File: config.mk
export PLATFORM = sky130hd
export DESIGN_NAME = cs_decode_ws
export DESIGN_NICKNAME = d
export VERILOG_FILES = /design/src/rtl/cs_decode_ws.sv
export SDC_FILE = /design/constraint.sdc
export NUM_CORES = 1
export LEC_CHECK = 0
export ABC_AREA = 1
export CAP_MARGIN = 40
export CORE_MARGIN = 8
export CORE_UTILIZATION = 46
export CTS_BUF_LIST = sky130_fd_sc_hd__clkbuf_16
export CTS_CLUSTER_DIAMETER = 150
export CTS_CLUSTER_SIZE = 12
export DETAILED_ROUTE_END_ITERATION = 10
export HOLD_SLACK_MARGIN = 0.03
export PLACE_DENSITY = 0.75
export SYNTH_ARGS = -nofsm -noshare
export SYNTH_HDL_FRONTEND = slang
export SYNTH_SLANG_ARGS = --single-unit
export TNS_END_PERCENT = 10
File: constraint.sdc
create_clock -name CLK -period 1.54 [get_ports CLK]
set_clock_uncertainty 0.2 [all_clocks]
set_input_delay 0.154 -clock CLK [delete_from_list [all_inputs] [get_ports CLK]]
set_output_delay 0.154 -clock CLK [all_outputs]
set_load 0.1 [all_outputs]
File: src/rtl/cs_decode_ws.sv
// Chip-select decoder for the 68000 upper address bus: per-cycle latched selects,
// per-region wait states for a local Ready, unmapped-access bus-error timeout and boot overlay.
module cs_decode_ws #(
  parameter int          AW          = 24,
  parameter logic [3:0]  ROM_REGION  = 4'h4,
  parameter logic [15:0] IO_REGIONS  = 16'hFF20,
  parameter logic [3:0]  IACK_REGION = 4'hF,
  parameter int          ROM_WS      = 2,
  parameter int          RAM_WS      = 0,
  parameter int          TIMEOUT     = 64
) (
  input  logic          CLK,
  input  logic          nRES,
  input  logic [AW-9:0] A,
  input  logic          nWE,
  input  logic          CACT,
  output logic          ROMCS,
  output logic          RAMCS,
  output logic          VidRAMCSWR,
  output logic          SndRAMCSWR,
  output logic          IOCS,
  output logic          IACS,
  output logic          Ready,
  output logic          BERR,
  output logic          Overlay
);

  localparam logic [1:0] OVL = 2'd0;
  localparam logic [1:0] ARM = 2'd1;
  localparam logic [1:0] RUN = 2'd2;

  logic [1:0] ovl_state;
  logic       latched;
  logic       wait_on;
  logic       unmapped;
  logic [3:0] wcnt;
  logic [7:0] tcnt;

  logic       ovl_on;
  logic [3:0] region;
  logic       rom_hit, ram_hit, vid_hit, snd_hit, io_hit, iack_hit, unm_hit;

  // A is A[AW-1:8] of the CPU address, so CPU bit k sits at port bit k-8.
  assign ovl_on   = (ovl_state != RUN);
  assign region   = A[AW-9:AW-12];
  assign ram_hit  = ovl_on ? (A[AW-9:AW-11] == 3'b011) : (A[AW-9:AW-10] == 2'b00);
  assign rom_hit  = (region == ROM_REGION) || (ovl_on && (region == 4'h0));
  assign vid_hit  = ram_hit && (&A[AW-11:AW-16]) && !nWE;
  assign snd_hit  = vid_hit && ((A[7:0] == 8'hFE) || (A[7:0] == 8'hFF) ||
                                (A[7:0] == 8'hA2) || (A[7:0] == 8'hA3));
  assign iack_hit = (region == IACK_REGION);
  assign io_hit   = IO_REGIONS[region] || vid_hit;
  assign unm_hit  = !(rom_hit || ram_hit || io_hit || iack_hit);

  assign Overlay  = ovl_on;

  always_ff @(posedge CLK or negedge nRES) begin
    if (!nRES) begin
      ROMCS      <= 1'b0;
      RAMCS      <= 1'b0;
      VidRAMCSWR <= 1'b0;
      SndRAMCSWR <= 1'b0;
      IOCS       <= 1'b0;
      IACS       <= 1'b0;
      Ready      <= 1'b0;
      BERR       <= 1'b0;
      latched    <= 1'b0;
      wait_on    <= 1'b0;
      unmapped   <= 1'b0;
      wcnt       <= 4'd0;
      tcnt       <= 8'd0;
      ovl_state  <= OVL;
    end else if (!CACT) begin
      ROMCS      <= 1'b0;
      RAMCS      <= 1'b0;
      VidRAMCSWR <= 1'b0;
      SndRAMCSWR <= 1'b0;
      IOCS       <= 1'b0;
      IACS       <= 1'b0;
      Ready      <= 1'b0;
      BERR       <= 1'b0;
      latched    <= 1'b0;
      wait_on    <= 1'b0;
      unmapped   <= 1'b0;
      if (ovl_state == ARM) ovl_state <= RUN;
    end else if (!latched) begin
      // Latching edge: capture every decode for the rest of the bus cycle.
      latched    <= 1'b1;
      ROMCS      <= rom_hit;
      RAMCS      <= ram_hit && !rom_hit;
      VidRAMCSWR <= vid_hit;
      SndRAMCSWR <= snd_hit;
      IOCS       <= io_hit;
      IACS       <= iack_hit;
      unmapped   <= unm_hit;
      tcnt       <= 8'd0;
      BERR       <= 1'b0;
      if (rom_hit) begin
        wait_on <= 1'b1;
        wcnt    <= 4'(ROM_WS);
        Ready   <= (ROM_WS == 0);
      end else if (ram_hit) begin
        wait_on <= 1'b1;
        wcnt    <= 4'(RAM_WS);
        Ready   <= (RAM_WS == 0);
      end else begin
        wait_on <= 1'b0;
        Ready   <= 1'b0;
      end
      if ((ovl_state == OVL) && (region == ROM_REGION)) ovl_state <= ARM;
    end else begin
      if (wait_on && !Ready) begin
        wcnt <= wcnt - 4'd1;
        if (wcnt == 4'd1) Ready <= 1'b1;
      end
      // Counter stops at TIMEOUT-1 once BERR is raised, so it never wraps.
      if (unmapped && !BERR) begin
        if (tcnt == 8'(TIMEOUT - 1)) BERR <= 1'b1;
        else                         tcnt <= tcnt + 8'd1;
      end
    end
  end

endmodule

## After elaboration in Yosys (flattened, before gate mapping)

Memories as Yosys holds them, arrays and structs flattened.
Index checks and enable logic that the tools add are counted.

| cells by class | value |
|---|---|
| add/subtract/negate cells | 2 |
| multiply operators | 0 |
| div/mod/pow operators | 0 |
| magnitude comparators | 1 |
| equality and inequality tests | 20 |
| shift operators | 0 |
| multiplexer cells | 41 |
| bitwise operators | 0 |
| reduce and logical (&&, ||, !) cells | 32 |

Operators with widths:

| kind | number |
|---|---|
| equality test 8 bit, second input constant | 4 |
| 2-to-1 mux 1 bit | 30 |
| 2-to-1 mux 8 bit | 3 |
| 2-to-1 mux 4 bit | 4 |
| inequality test 3 x 2 -> 1 bit, second input constant | 4 |
| AND reduction 3 bit | 3 |
| adder 8 x 1 -> 8 bit, second input constant | 1 |
| equality test 8 x 6 -> 1 bit, second input constant | 1 |
| logical AND 1 bit | 8 |
| logical OR 1 bit | 8 |
| 2-to-1 mux 2 bit | 4 |
| inequality test 2 x 1 -> 1 bit, second input constant | 3 |
| inequality test 2 bit, second input constant | 3 |
| AND reduction 6 bit | 1 |
| logical NOT 1 bit | 5 |
| less-than comparator 4 x 5 -> 1 bit, second input constant | 1 |
| equality test 4 x 1 -> 1 bit, second input constant | 1 |
| equality test 4 x 3 -> 1 bit, second input constant | 1 |
| equality test 4 bit, second input constant | 1 |
| logical NOT 2 bit | 2 |
| logical NOT 4 bit | 1 |
| AND reduction 2 bit | 2 |
| subtractor 4 x 1 -> 4 bit, second input constant | 1 |
| equality test 3 x 2 -> 1 bit, second input constant | 1 |
| 3 further kinds | 3 |

| storage, ports and cells | value |
|---|---|
| flip-flop bits (word level) | 25 |
| latch bits | 0 |
| memory bits (writable) | 0 |
| memory bits (read-only) | 16 |
| bits of input ports | 20 |
| output and inout port bits | 9 |
| memories kept | 1 |

Memories:

| memory | depth | bits a word | rd ports | clocked after memory_dff | write ports | line | RTL |
|---|---|---|---|---|---|---|---|
| (name not given) | 16 | 1 | 1 | 0 | 0 | 52 | `assign io_hit = IO_REGIONS[region] \|\| vid_hit;` |

## Logic depth before layout (Yosys ltp)

Gate-level depths: netlist of the first run.

| logic depth | value |
|---|---|
| depth after elaboration | 10 |
| gate-level depth with buffers | 8 |
| depth with buffers taken out | 8 |

## Worst setup path before layout of the first run

OpenSTA, ideal clock, no wires.

| timing | value |
|---|---|
| path type | reg2reg |
| from | register ovl_state[0] |
| to | register wcnt[2] |
| arrival | 1623 ps |
| path slack | -400 ps |
| cell stages (with the launch flop) | 9 |
| period minus slack after synthesis | 1940 ps |
| cell sequence | dfrtp_1 inv_1 nand2_1 nand2_1 nand2_1 nand3_2 nand2_2 nand2_1 nand2_1 |

| on the way | value |
|---|---|
| word-level cells in the longest chain between the ends | 5 |
| elaborated cells between the ends (all ways) | 8 |
| those cells by class | eq/ne (1); mux (3); reduce/logical (4) |

Ends and longest elaborated chain:

| element | line | RTL |
|---|---|---|
| start: declaration | 32 | `logic [1:0] ovl_state;` |
| start signal: assignment | 72 | `ovl_state <= OVL;` |
| start signal: assignment | 85 | `if (ovl_state == ARM) ovl_state <= RUN;` |
| start signal: assignment | 110 | `if ((ovl_state == OVL) && (region == ROM_REGION)) ovl_state <= ARM;` |
| inequality test 2 bit (*) | 44 | `assign ovl_on = (ovl_state != RUN);` |
| named net Overlay | 25 | `output logic Overlay` |
| logical AND 1 bit | 47 | `assign rom_hit = (region == ROM_REGION) \|\| (ovl_on && (region == 4'h0));` |
| logical OR 1 bit | 47 |  |
| nonzero test 3 bit (no line) or 2-to-1 mux 4 bit (tied branches) | -- |  |
| AND reduction 3 bit (no line) or 2-to-1 mux 4 bit (tied branches) | -- |  |
| end signal: assignment | 100 | `wcnt <= 4'(ROM_WS);` |
| end signal: assignment | 104 | `wcnt <= 4'(RAM_WS);` |
| end signal: assignment | 113 | `wcnt <= wcnt - 4'd1;` |
| end: declaration | 36 | `logic [3:0] wcnt;` |

Mark *: on every way through the listed nets, which the timed path passes. The rest lies on a longest branch.
A chain may end at the register's enable or synchronous reset.

## Worst setup path after layout of the first run

| timing | value |
|---|---|
| from | register ovl_state[1] |
| to | register wcnt[2] |

| on the way | value |
|---|---|
| word-level cells in the longest chain between the ends | 5 |
| elaborated cells between the ends (all ways) | 8 |
| those cells by class | eq/ne (1); mux (3); reduce/logical (4) |

Ends and longest elaborated chain:

| element | line |
|---|---|
| inequality test 2 bit (*) | 44 |
| logical AND 1 bit | 47 |
| logical OR 1 bit | 47 |
| nonzero test 3 bit (no line) or 2-to-1 mux 4 bit (tied branches) | -- |
| AND reduction 3 bit (no line) or 2-to-1 mux 4 bit (tied branches) | -- |

Every way passes the cells marked *; elsewhere a longest branch is shown, timed or not.

==> Flow_metrics.wiki, run 1 <==
{| class="wikitable"
! Metric !! Value
|-
| Drc violations || 0
|-
| Vias after detailed routing || 1,460
|-
| Maximum clock rate || 0.689 GHz
|-
| Final cell utilization of the core || 69.8%
|-
| Portion of synthesized cell area occupied by the leading cell type || 41.8%
|-
| Largest buffer count on any clock path || 2
|-
| Drt total wl || 3.29 mm
|-
| Number of warning messages in the yosys log || 0
|-
| Minimum clock period || 1.45 ns
|-
| Row cnt || 20
|-
| Average detailed-routed wire length per instance || 10.8 um
|-
| Share of the yosys chip area belonging to registers || 41.8%
|-
| DRT iter0 DRCs || 56
|-
| Final max-slew violation count || 0
|-
| Unrepaired setup endpoints after global routing || true
|-
| Layout area overhead || 43.5%
|-
| Initial cell density of the core || 48.6%
|-
| Num Clock Sinks || 25
|-
| Area of the mapped netlist || 0.00150 mm2
|-
| Maximum fanout along the worst path || 5
|-
| Yosys reg bits || 25
|-
| GRT Util Overall || 13.4%
|-
| Critical Path Source Type || flip-flop
|-
| Number of antenna repair diodes || 0
|-
| Hold Path Class || input pin to async pin
|-
| Max-slew headroom || 78.4%
|-
| Number of nets in the final layout || 285
|-
| Cell chosen for the clock root || clkbuf_16
|-
| Max_cap viols || 0
|-
| Static leakage || 1.07 nW
|-
| Worst-margin pin slew || 0.323 ns
|-
| Die Span Y || 73.0 um
|-
| Internal power || 1.22 mW
|-
| Register-to-register setup slack || 0.09 ns
|-
| Fraction of layout cells with a size suffix above 1 || 19.5%
|-
| Cell count after synthesis || 211
|-
| Register-to-Register Path Depth || 8
|-
| I/O pin total || 29
|-
| Non-filler cells in the finished layout || 305
|-
| Pwr Density || 785 mW/mm2
|-
| VDD IR max || 0.336 mV
|-
| Final setup vio count || 0
|-
| Placer congestion estimate || 0.803
|-
| Proportion of total power due to net switching || 27.7%
|-
| Clock transition at the registers of the reported paths || 0.06 ns
|-
| CTS tree || yes
|-
| Antenna-violating nets left || 0
|-
| Number of buffers inserted during clock tree synthesis || 3
|-
| Critical R2R Launch || ovl_state[1]
|-
| Status || complete, no violations
|-
| Dominant cells by area after synthesis || dfrtp_1, nand2_1, nand3_1, inv_1, nor2_1
|-
| Cell count after placement || 300
|-
| Cell taking the most area after synthesis || dfrtp_1
|-
| Path type of the worst setup path || flip-flop to flip-flop
|-
| Wire length of the first global-routing pass || 5.76 mm
|-
| Width of the die || 73.0 um
|-
| Tcrit/Tclk final || 94.3%
|-
| Initial antenna violation count || 0
|-
| Mapped Nets || 234
|-
| Nature of the critical path endpoint || flip-flop
|-
| Die area || 0.00533 mm2
|-
| Required time reported for the critical path endpoint || 1.53 ns
|-
| CTS H-Tree Depth || 1
|-
| Via density per instance || 4.79
|-
| Via count of the first global-routing pass || 1,398
|-
| Power share of the clock group || 33.5%
|-
| RR Endpoint || wcnt[2]
|-
| PnR Total Power || 1.69 mW
|-
| Mean instance size in the synthesized netlist || 7.09 um2
|-
| Hold-fix buffers, CTS || 0
|-
| Post-detailed-placement half-perimeter wirelength || 2.63 mm
|-
| Library cells used by synthesis || 26
|-
| Net load switching power || 467 uW
|-
| Arrival time at the worst endpoint || 1.45 ns
|-
| Largest net degree at the start of global routing || 26
|-
| Hold Fails Final Rpt || 0
|-
| Core Box Area || 0.00308 mm2
|-
| Comb power frac || 22.7%
|-
| Reg power frac || 43.8%
|-
| Overflow after GRT || 0
|-
| Number of input and output port buffers inserted || 27
|-
| Clock latency on the worst-skew pair || 0.25 ns
|-
| First-pass iteration count of the detailed router || 4
|}
## registers in the layout (all words and copies together), names as in the netlist
name        count
IACS            1
SndRAMCSWR      1
IOCS            1
wcnt            4
wait_on         1
ovl_state       2
tcnt            8
latched         1
BERR            1
VidRAMCSWR      1
RAMCS           1
Ready           1
unmapped        1
ROMCS           1
## cells by family after synthesis
| kind of cell | share of synthesized area (%) |
|---|---|
| buffers and inverters | 8.78 |
| XOR/XNOR | 0.585 |
| AO/OA/AOI/OAI | 7.36 |
| flip-flops | 41.8 |
| adder cells (fa/ha/maj) | 2.51 |
| AND/OR/NAND/NOR | 39.0 |
## metal layers
layer,GRT usage (%),up-vias,wire (um)
met1,15.6,663,1500
met3,3.98,2,171
met5,0,-,0
met2,22.5,32,1590
met4,4.67,0,34
li1,-,763,-
## through the flow
step / hold slack (ns) / area (um2) / setup TNS, ns / worst slack, ns
2_1_floorplan: -0.342 / 1510 / -0.00964 / -0.00321
3_3_place_gp: 0.289 / 2050 / -0.501 / -0.0881
3_5_place_dp: 0.295 / 2050 / -0.859 / -0.114
4_1_cts: 0.0745 / 2130 / 0 / 0.0317
5_1_grt: 0.107 / 2150 / -0.0722 / -0.0287
6_report: 0.0593 / 2150 / 0 / 0.0883
## synth_stat cells (all sizes together)
master / count
inv: 26
and2: 1
nand3: 27
dfrtp: 25
o21bai: 1
a31oi: 1
nand3b: 1
or2: 2
ha: 3
o21ai: 12
buf: 3
nor2: 27
nand2: 76
a21oi: 4
xnor2: 1
a22o: 1
## final cells by class
| type | count | area [um2] |
|---|---|---|
| Fill cell | 261 | 931 |
| Multi-Input combinational cell | 157 | 759 |
| Sequential cell | 25 | 631 |
| Timing Repair Buffer | 49 | 526 |
| Inverter | 26 | 97.6 |
| Clock buffer | 3 | 75.1 |
| Tap cell | 44 | 55.1 |
| Clock inverter | 1 | 3.75 |
## layout by cell type, fill, tap and decap left out, types with 2 or more instances in the layout
cell type	n
o21ai_0	8
buf_4	22
nor2_1	23
inv_1	26
nand3_2	3
nor2_2	3
nand3_1	23
clkbuf_16	3
dfrtp_1	23
buf_12	9
a21oi_1	4
clkdlybuf4s50_1	18
nand2_1	74
o21ai_1	2
o21ai_2	2
ha_1	2
## worst max path at each step
stage                  from  endpoint  cells past startpoint
2_1_floorplan          BERR   tcnt[2]                      6
3_3_place_gp          A[14]   wcnt[2]                      9
3_5_place_dp          A[13]   wcnt[1]                      9
4_1_cts             tcnt[0]   tcnt[2]                      6
5_1_grt        ovl_state[1]   wcnt[2]                      8
6_report       ovl_state[1]   wcnt[2]                      8
## power by group through the flow
stage,Combinational (mW),Clock [mW],Sequential (mW)
after floorplan,0.184,0,0.783
after global placement,0.377,0,0.749
after global routing,0.441,0.600,0.744
final,0.383,0.564,0.739
after detailed placement,0.384,0,0.750
after CTS,0.385,0.574,0.738
## repair_timing
item | 4_1_cts | 5_1_grt
endpoints found under the setup margin | 0 | 14
buffers inserted | 0 | 1
endpoints found under the hold margin | 0 | 0
gates resized for setup | 0 | 4
## worst max-delay path, cell delays in order, from the launching register on
cell and delay (ns):
dfrtp_1 0.39, buf_4 0.15, nand2_4 0.08, nand2_1 0.06
nand2_1 0.13, nand3_2 0.15, nand2_2 0.12, nand2_1 0.05
nand2_1 0.05
No activity file was read; power rests on OpenSTA's default activity.
==> run 2: changes to the inputs <==
Settings changed: GPL_ROUTABILITY_DRIVEN set to 0.
==> results of run 2 <==
No change in the layout: final DEF, timing and power equal those of run 1.
==> run 3: changes to the inputs <==
Settings changed: SLEW_MARGIN set to 10.
==> results of run 3 <==
No change in the layout: final DEF, timing and power equal those of run 1.
